--- config.mk ---
export PLATFORM = sky130hd
export DESIGN_NAME = decoder_n_to_m_seq
export DESIGN_NICKNAME = d
export VERILOG_FILES = /design/src/rtl/decoder_n_to_m_seq.sv
export SDC_FILE = /design/constraint.sdc
export NUM_CORES = 1
export LEC_CHECK = 0
export BUFFER_PORTS_ARGS = -buffer_cell sky130_fd_sc_hd__buf_2
export CAP_MARGIN = 15
export CORE_AREA = 4 4 41 43
export DETAILED_ROUTE_END_ITERATION = 7
export DIE_AREA = 0 0 45 47
export HOLD_SLACK_MARGIN = 0.12
export PLACE_DENSITY = 0.74
export REMOVE_ABC_BUFFERS = 1
export SLEW_MARGIN = 10
export SYNTH_ARGS = -nofsm -noshare
export SYNTH_HDL_FRONTEND = slang
export SYNTH_SLANG_ARGS = --single-unit
--- constraint.sdc ---
create_clock -name clk -period 3.3 [get_ports clk]
set_input_delay 0.33 -clock clk [delete_from_list [all_inputs] [get_ports clk]]
set_output_delay 0.33 -clock clk [all_outputs]
set_load 0.1 [all_outputs]
--- src/rtl/decoder_n_to_m_seq.sv ---
// Registered binary-to-one-hot decoder with direct (handshaked select) and scan (rotating strobe)
// modes. Define DECODER_SEL_ERR_EN to add the sel_err output flagging out-of-range selects.
module decoder_n_to_m_seq #(
    parameter int unsigned SEL_W = 2,
    parameter int unsigned OUTS  = 4,
    parameter int unsigned DWELL = 4
) (
    input  logic             clk,
    input  logic             rst,
    input  logic             en,
    input  logic             mode,
    input  logic             in_valid,
    output logic             in_ready,
    input  logic [SEL_W-1:0] sel,
    output logic [OUTS-1:0]  y,
    output logic             out_valid,
`ifdef DECODER_SEL_ERR_EN
    output logic             sel_err,
`endif
    output logic [SEL_W-1:0] scan_idx
);

    localparam int unsigned      CNT_W    = (DWELL > 1) ? $clog2(DWELL) : 1;
    localparam logic [CNT_W-1:0] CNT_LAST = CNT_W'(DWELL - 1);
    localparam logic [SEL_W-1:0] IDX_LAST = SEL_W'(OUTS - 1);

    typedef enum logic [1:0] {StIdle, StDirect, StScan} state_e;

    state_e           state_q;
    logic [CNT_W-1:0] cnt_q;
    logic [SEL_W-1:0] idx_nxt;
    logic [OUTS-1:0]  sel_dec;
    logic             in_range;

    // Codes >= OUTS match no bit, so they decode to all-zero.
    function automatic logic [OUTS-1:0] onehot(input logic [SEL_W-1:0] s);
        logic [OUTS-1:0] r;
        r = '0;
        for (int unsigned k = 0; k < OUTS; k++) begin
            if (s == k[SEL_W-1:0]) r[k] = 1'b1;
        end
        return r;
    endfunction

    // Leaving scan takes priority over a select arriving the same cycle, so refuse it there.
    assign in_ready = en & ~mode & (state_q != StScan);

    always_comb begin
        sel_dec  = onehot(sel);
        in_range = |sel_dec;
        idx_nxt  = (scan_idx == IDX_LAST) ? '0 : scan_idx + 1'b1;
    end

    always_ff @(posedge clk or posedge rst) begin
        if (rst) begin
            state_q   <= StIdle;
            cnt_q     <= '0;
            y         <= '0;
            out_valid <= 1'b0;
            scan_idx  <= '0;
`ifdef DECODER_SEL_ERR_EN
            sel_err   <= 1'b0;
`endif
        end else begin
            out_valid <= 1'b0;
`ifdef DECODER_SEL_ERR_EN
            sel_err   <= 1'b0;
`endif
            if (!en) begin
                state_q  <= StIdle;
                cnt_q    <= '0;
                y        <= '0;
                scan_idx <= '0;
            end else if (mode) begin
                if (state_q != StScan) begin
                    state_q  <= StScan;
                    cnt_q    <= '0;
                    y        <= onehot('0);
                    scan_idx <= '0;
                end else if (cnt_q == CNT_LAST) begin
                    cnt_q    <= '0;
                    scan_idx <= idx_nxt;
                    y        <= onehot(idx_nxt);
                end else begin
                    cnt_q <= cnt_q + 1'b1;
                end
            end else if (state_q == StScan) begin
                state_q  <= StIdle;
                cnt_q    <= '0;
                y        <= '0;
                scan_idx <= '0;
            end else if (in_valid) begin
                state_q   <= StDirect;
                y         <= sel_dec;
                out_valid <= 1'b1;
`ifdef DECODER_SEL_ERR_EN
                sel_err   <= ~in_range;
`endif
            end
        end
    end

endmodule

==> flow_metrics.py, run 1 <==
metrics = {
    "timing": {
        "slew_viol_final": 0,
        "period_needed_ns": 1.995,
        "fin_setup_tns_ns": 0,
        "worst_pin_slew_ns": 0.4865,
        "rsz0062_at_grt": "no",
        "relSlewSlack_pct": 67.79,
        "finalSetupViolations": 0,
        "fin_crit_sh_pct": 60.47,
        "max_freq_mhz": 501.2,
        "skew_ns": 0.0003535,
        "hold_viol": 0,
    },
    "clock_network": {
        "cts-buffers-inserted": 3,
        "clock_path_buffers": 2,
        "cts_tree": "yes",
        "insertion_delay_ns": 0.27,
        "htreeDepth": 1,
        "root_buffer": "clkbuf_4",
        "cts.clk_slew.worst_paths_ns": 0.07,
        "clock_sinks": 11,
        "cts_setup_buffers": 0,
    },
    "layout": {
        "final_common_cell": "buf_2",
        "utilization_pct": 59.81,
        "layout_common_cells": "14 x buf_2, 11 x dfrtp_1, 7 x nand2_1",
        "syn2layout_area_growth_pct": 18.25,
        "drive_gt1_share_pct": 28.92,
        "fill_cells": 115,
        "num_antenna_cells": 0,
        "final_nets": 96,
    },
    "power_and_ir_drop": {
        "power.leakage_uw": 0.0004061,
        "max-vdd-ir-drop_mv": 0.2294,
        "p_per_area_nw_per_um2": 387.6,
    },
    "global_route": {
        "grt_overflow": 0,
        "grt_max_degree": 13,
        "gr-usage-all-layers_pct": 14.59,
        "antenna_found_initial": 0,
        "grt_pass1_vias": 497,
        "grt_pass1_wl_um": 2145,
    },
    "setup_path": {
        "end_kind": "output port",
        "cp_slowest_cell": "buf_2",
        "slowest_delay_ns": 0.49,
        "critPathMaxFanout": 7,
        "cp_top_family": "simple AND/OR/NAND/NOR gates",
        "required_ns": 2.97,
        "crit_start": "state_q[1]$_DFFE_PP0P_",
        "cp_cell_sequence": "and2b_4 -> nor3b_2 -> buf_2",
        "crit_arrival_ns": 1.67,
        "worstSetupStartpointType": "flip-flop",
        "r2r-start": "cnt_q[0]$_DFFE_PP0N_",
        "path_buf_inv": 1,
        "crit_type": "flip-flop to output port",
    },
    "route": {
        "post-route-drc-count": 0,
        "viasPerCell": 5.449,
        "drt_wl_total_um": 1201,
        "wl_per_cell_um": 12.26,
        "dr.pass1.iters": 1,
        "vias": 534,
        "drt_iter0_markers": 0,
        "ant_nets": 0,
    },
    "status": {
        "outcome": "finished clean",
    },
    "logic_synthesis": {
        "synth_area_leader_cell": "dfrtp_1",
        "synthTopCellsByArea": "dfrtp_1 42%, ha_1 9.5%, nand2_1 4.0%, nand3b_4 3.0%, inv_1 2.9%",
        "seq_area_frac_synth_pct": 41.83,
        "yosys_warnings": 0,
        "synth_cell_types": 32,
        "synth_area_um2": 658.1,
        "avgSynthCellArea_um2": 10.13,
        "ys_ff_latch": 11,
        "netlist.area_leader.share_pct": 41.83,
        "syn_inst": 65,
    },
    "placed_design": {
        "io_buffers": 14,
        "place_congestion": 0.7199,
        "dp_hpwl_um": 910.7,
    },
    "floorplanning": {
        "coreArea_um2": 1301,
        "start_util_pct": 50.58,
        "die_y_um": 47,
        "die_w_um": 45,
        "num_rows": 13,
        "ioPinCount": 15,
        "dieArea_um2": 2115,
    },
    "min_path": {
        "hold_start": "in_valid",
        "hold_path_class": "input port to flip-flop",
    },
    "job": {
        "drv_cap": 0,
    },
}
-- worst register-to-register path, cell delays in order, from the launching register on --
cell and delay, ns:
dfrtp_1 0.40, ha_1 0.29, o22ai_2 0.25, nand2_1 0.12
mux2_2 0.28
-- final cells by class --
class | count | area [um2] | share of cell area [%]
Sequential cell | 11 | 275.3 | 35.37
Inverter | 5 | 18.77 | 2.412
Multi-Input combinational cell | 48 | 359.1 | 46.14
Clock buffer | 4 | 26.28 | 3.376
Timing Repair Buffer | 15 | 80.08 | 10.29
Tap cell | 15 | 18.77 | 2.412
-- path summary, 6_finish.rpt --
check                                          endpoint  slack [ns]  cells past startpoint
worst min register to register         y[2]$_DFFE_PP0P_        0.51                      1
worst min-delay path             state_q[0]$_DFFE_PP0P_        0.33                      2
worst max-delay path                           in_ready        1.30                      3
max in group asynchronous       scan_idx[1]$_DFFE_PP0P_        2.41                      3
min in group asynchronous        state_q[0]$_DFFE_PP0P_        0.59                      3
worst max register to register         y[2]$_DFFE_PP0P_        1.86                      4
-- flip-flops by register name, indices dropped and copies added (netlist names) --
signal / cells
cnt_q: 2
out_valid: 1
scan_idx: 2
state_q: 2
y: 4
-- Yosys cell counts --
library cell	count
a22oi_1	2
nor2b_1	2
and2_1	1
dfrtp_1	11
nand3_1	1
o21a_1	2
a32o_1	1
nand3b_4	1
nand2_1	7
and2_2	1
buf_2	1
a32oi_1	1
a21boi_0	1
a21boi_1	1
and2b_4	1
inv_1	5
a22o_1	1
and3_2	1
nor2_1	4
nand2b_1	2
mux2i_1	1
or4b_1	1
ha_1	5
or2_1	1
a21oi_1	1
and3_1	1
o211ai_1	1
nor3b_2	1
o21ai_0	2
mux2_2	1
nor3_1	2
o22ai_2	1
-- routing by layer --
| layer | part of all wire [%] | vias to the layer above | global-route usage (%) |
|---|---|---|---|
| met5 | 0 | - | 0 |
| met4 | 3.6 | 0 | 12.28 |
| met3 | 6.2 | 5 | 2.299 |
| met2 | 44 | 14 | 21.19 |
| met1 | 47 | 248 | 18.93 |
| li1 | - | 267 | - |
-- logic make-up after synthesis --
kind of cell | count (synthesis) | synth area share, %
simple gates | 27 | 25.48
compound gates | 14 | 16.35
flops | 11 | 41.82
buf+inv | 6 | 3.612
fa+ha+maj | 5 | 9.506
mux | 2 | 3.232
-- stage by stage --
stage               worst slack (ns)  hold slack, ns  cells  area, um2  total power, uW
global placement               1.615          0.3439     93      742.0            211.4
global route                   1.202          0.3521     98      778.2            319.6
CTS                            1.278          0.3221     98      778.2            308.0
floorplan                     0.8954          0.1824     64      653.1            195.6
detailed placement             1.590          0.3459     93      742.0            212.1
finish                         1.305          0.3277     98      778.2            301.7
-- power by group --
part | internal, uW | total [uW] | switching [uW]
registers | 140 | 142 | 2.83
logic | 17.9 | 67.3 | 49.4
clock network | 46.9 | 91.9 | 45.1
total | 204 | 302 | 97.3
-- repair_timing --
item / in CTS / in global routing
endpoints found under the hold margin: 11 / 0
hold buffers: 1 / 0
setup endpoints to repair: 0 / 0
resized for setup: 0 / 0
(Power assumes the default switching activity.)
==> run 2, diff against run 1 <==
- CORE_AREA: 4 4 41 43 -> not set
- CORE_MARGIN: not set -> 4
- CORE_UTILIZATION: not set -> 50
- DIE_AREA: 0 0 45 47 -> not set
- PLACE_DENSITY: 0.74 -> 0.75
- clock period: 3.3 -> 2.1 ns (I/O delays scaled with it)
==> run 2 against run 1 <==
  * Via count rose by 3.2%
  * Cell count fell by 1.0%
  * Setup slack got worse by 1.1 ns
  * Power rose by 59%
  * Critical path depth did not move
  * Routed wire length rose by 14%
  * Register-to-register slack got worse by 1.2 ns
  * Global-route usage rose by 2.0 points
  * Utilization rose by 6.5 points
  * First-iteration DRC count rose by 12
  * Clock skew rose by 0.0014 ns
  * Worst hold slack got worse by 0.10 ns
  * Highest routed layer unchanged
==> flow_metrics.py, run 2 (synthesis gave the netlist of run 1 again) <==
metrics = {
    "status": {
        "outcome": "finished clean",
    },
    "layout": {
        "fill_cells": 102,
        "final_common_cell": "buf_2",
        "final_cells": 97,
        "regArea_um2": 275.3,
        "syn2layout_area_growth_pct": 18.06,
        "largest_reg_flops": 4,
        "drive_gt1_share_pct": 28.92,
        "fin_area_um2": 777.0,
        "multiInputGateArea_um2": 359.1,
        "utilization_pct": 66.35,
        "num_antenna_cells": 0,
        "regMostFlops": "y",
        "layout_common_cells": "14 x buf_2, 11 x dfrtp_1, 7 x nand2_1",
        "final_nets": 96,
    },
    "setup_path": {
        "required_ns": 1.89,
        "worstRegToRegCells": 4,
        "crit_type": "flip-flop to output port",
        "worstSetupStartpointType": "flip-flop",
        "worstSetupEndpoint": "in_ready",
        "critPathMaxFanout": 7,
        "r2r-start": "cnt_q[0]$_DFFE_PP0N_",
        "r2r_slack_ns": 0.64,
        "end_kind": "output port",
        "crit_arrival_ns": 1.68,
        "r2r-end": "y[2]$_DFFE_PP0P_",
        "crit_start": "state_q[1]$_DFFE_PP0P_",
    },
    "clock_network": {
        "cts_tree": "yes",
        "clock_path_buffers": 2,
        "holdBufCountCts": 1,
        "htreeDepth": 1,
        "ctsResizeCount": 0,
        "root_buffer": "clkbuf_4",
        "cts.clk_slew.worst_paths_ns": 0.07,
        "insertion_delay_ns": 0.27,
        "clock_sinks": 11,
        "cts_setup_buffers": 0,
        "cts-buffers-inserted": 3,
    },
    "global_route": {
        "grt_max_degree": 13,
        "gr-usage-all-layers_pct": 16.62,
        "antenna_found_initial": 0,
        "grt_pass1_vias": 545,
        "grt_overflow": 0,
        "grt_pass1_wl_um": 2401,
    },
    "placed_design": {
        "placed_cells": 92,
        "place_congestion": 0.7356,
        "io_buffers": 14,
        "dp_hpwl_um": 1021,
        "placed_area_um2": 740.7,
    },
    "timing": {
        "period_needed_ns": 1.889,
        "fin_setup_tns_ns": 0,
        "rsz0062_at_grt": "no",
        "skew_ns": 0.001750,
        "worst_pin_slew_ns": 0.4865,
        "relSlewSlack_pct": 67.79,
        "whs_ns": 0.2234,
        "finalSetupViolations": 0,
        "hold_viol": 0,
        "fin_crit_sh_pct": 89.97,
        "slew_viol_final": 0,
        "max_freq_mhz": 529.3,
    },
    "route": {
        "drt_iter0_markers": 12,
        "wl_per_cell_um": 14.06,
        "post-route-drc-count": 0,
        "drt_wl_total_um": 1364,
        "vias": 551,
        "viasPerCell": 5.680,
        "dr.pass1.iters": 4,
        "ant_nets": 0,
    },
    "power_and_ir_drop": {
        "power.leakage_uw": 0.0004061,
        "max-vdd-ir-drop_mv": 0.3564,
        "p_per_area_nw_per_um2": 617.2,
    },
    "job": {
        "drv_cap": 0,
    },
    "floorplanning": {
        "start_util_pct": 56.20,
        "die_y_um": 44.28,
        "ioPinCount": 15,
        "die_w_um": 44.28,
        "num_rows": 12,
        "dieArea_um2": 1961,
        "coreArea_um2": 1171,
    },
    "min_path": {
        "hold_path_class": "input port to flip-flop",
    },
}
==> run 2: routing by layer <==
metal  vias up  track usage, %  part of all wire, %  routed length [um]
met2        13           29.36                   48                 648
met5         -               0                    0                   0
met1       276           19.75                   46                 627
li1        260               -                    -                   -
met4         0           3.614                 0.73                  10
met3         2           4.878                  5.6                  77
==> run 2: worst min-delay path by stage <==
stage	slack (ns)	endpoint	from	cells after the start
final	0.22	state_q[0]$_DFFE_PP0P_	in_valid	2
after global routing	0.23	state_q[0]$_DFFE_PP0P_	in_valid	2
after CTS	0.22	state_q[0]$_DFFE_PP0P_	in_valid	2
after detailed placement	0.22	state_q[0]$_DFFE_PP0P_	rst	2
after global placement	0.22	state_q[0]$_DFFE_PP0P_	rst	2
after floorplan	0.06	cnt_q[0]$_DFFE_PP0N_	rst	1
==> run 2: final cells by class <==
cell class                      instances  area share, %
Timing Repair Buffer                   15          10.31
Multi-Input combinational cell         48          46.22
Sequential cell                        11          35.43
Clock buffer                            4          3.382
Inverter                                5          2.415
Tap cell                               14          2.254
==> run 2: power by group <==
| group | internal (uW) | leakage (uW) | switching, uW |
|---|---|---|---|
| Sequential | 219 | 0.000149 | 5.17 |
| Clock | 73.6 | 0.0000150 | 74.5 |
| Combinational | 28.1 | 0.000242 | 79.0 |
==> run 2: critical path: stages, from the launching register on <==
cell	delay (ns)
dfrtp_1	0.42
and2b_4	0.21
nor3b_2	0.28
buf_2	0.49
==> run 2: through the flow <==
| stage | total power (uW) | worst slack, ns |
|---|---|---|
| 5_1_grt | 502.3 | 0.1236 |
| 3_3_place_gp | 332.0 | 0.5443 |
| 2_1_floorplan | 307.4 | -0.3046 |
| 4_1_cts | 486.1 | 0.1989 |
| 6_report | 479.5 | 0.2107 |
| 3_5_place_dp | 334.3 | 0.4955 |
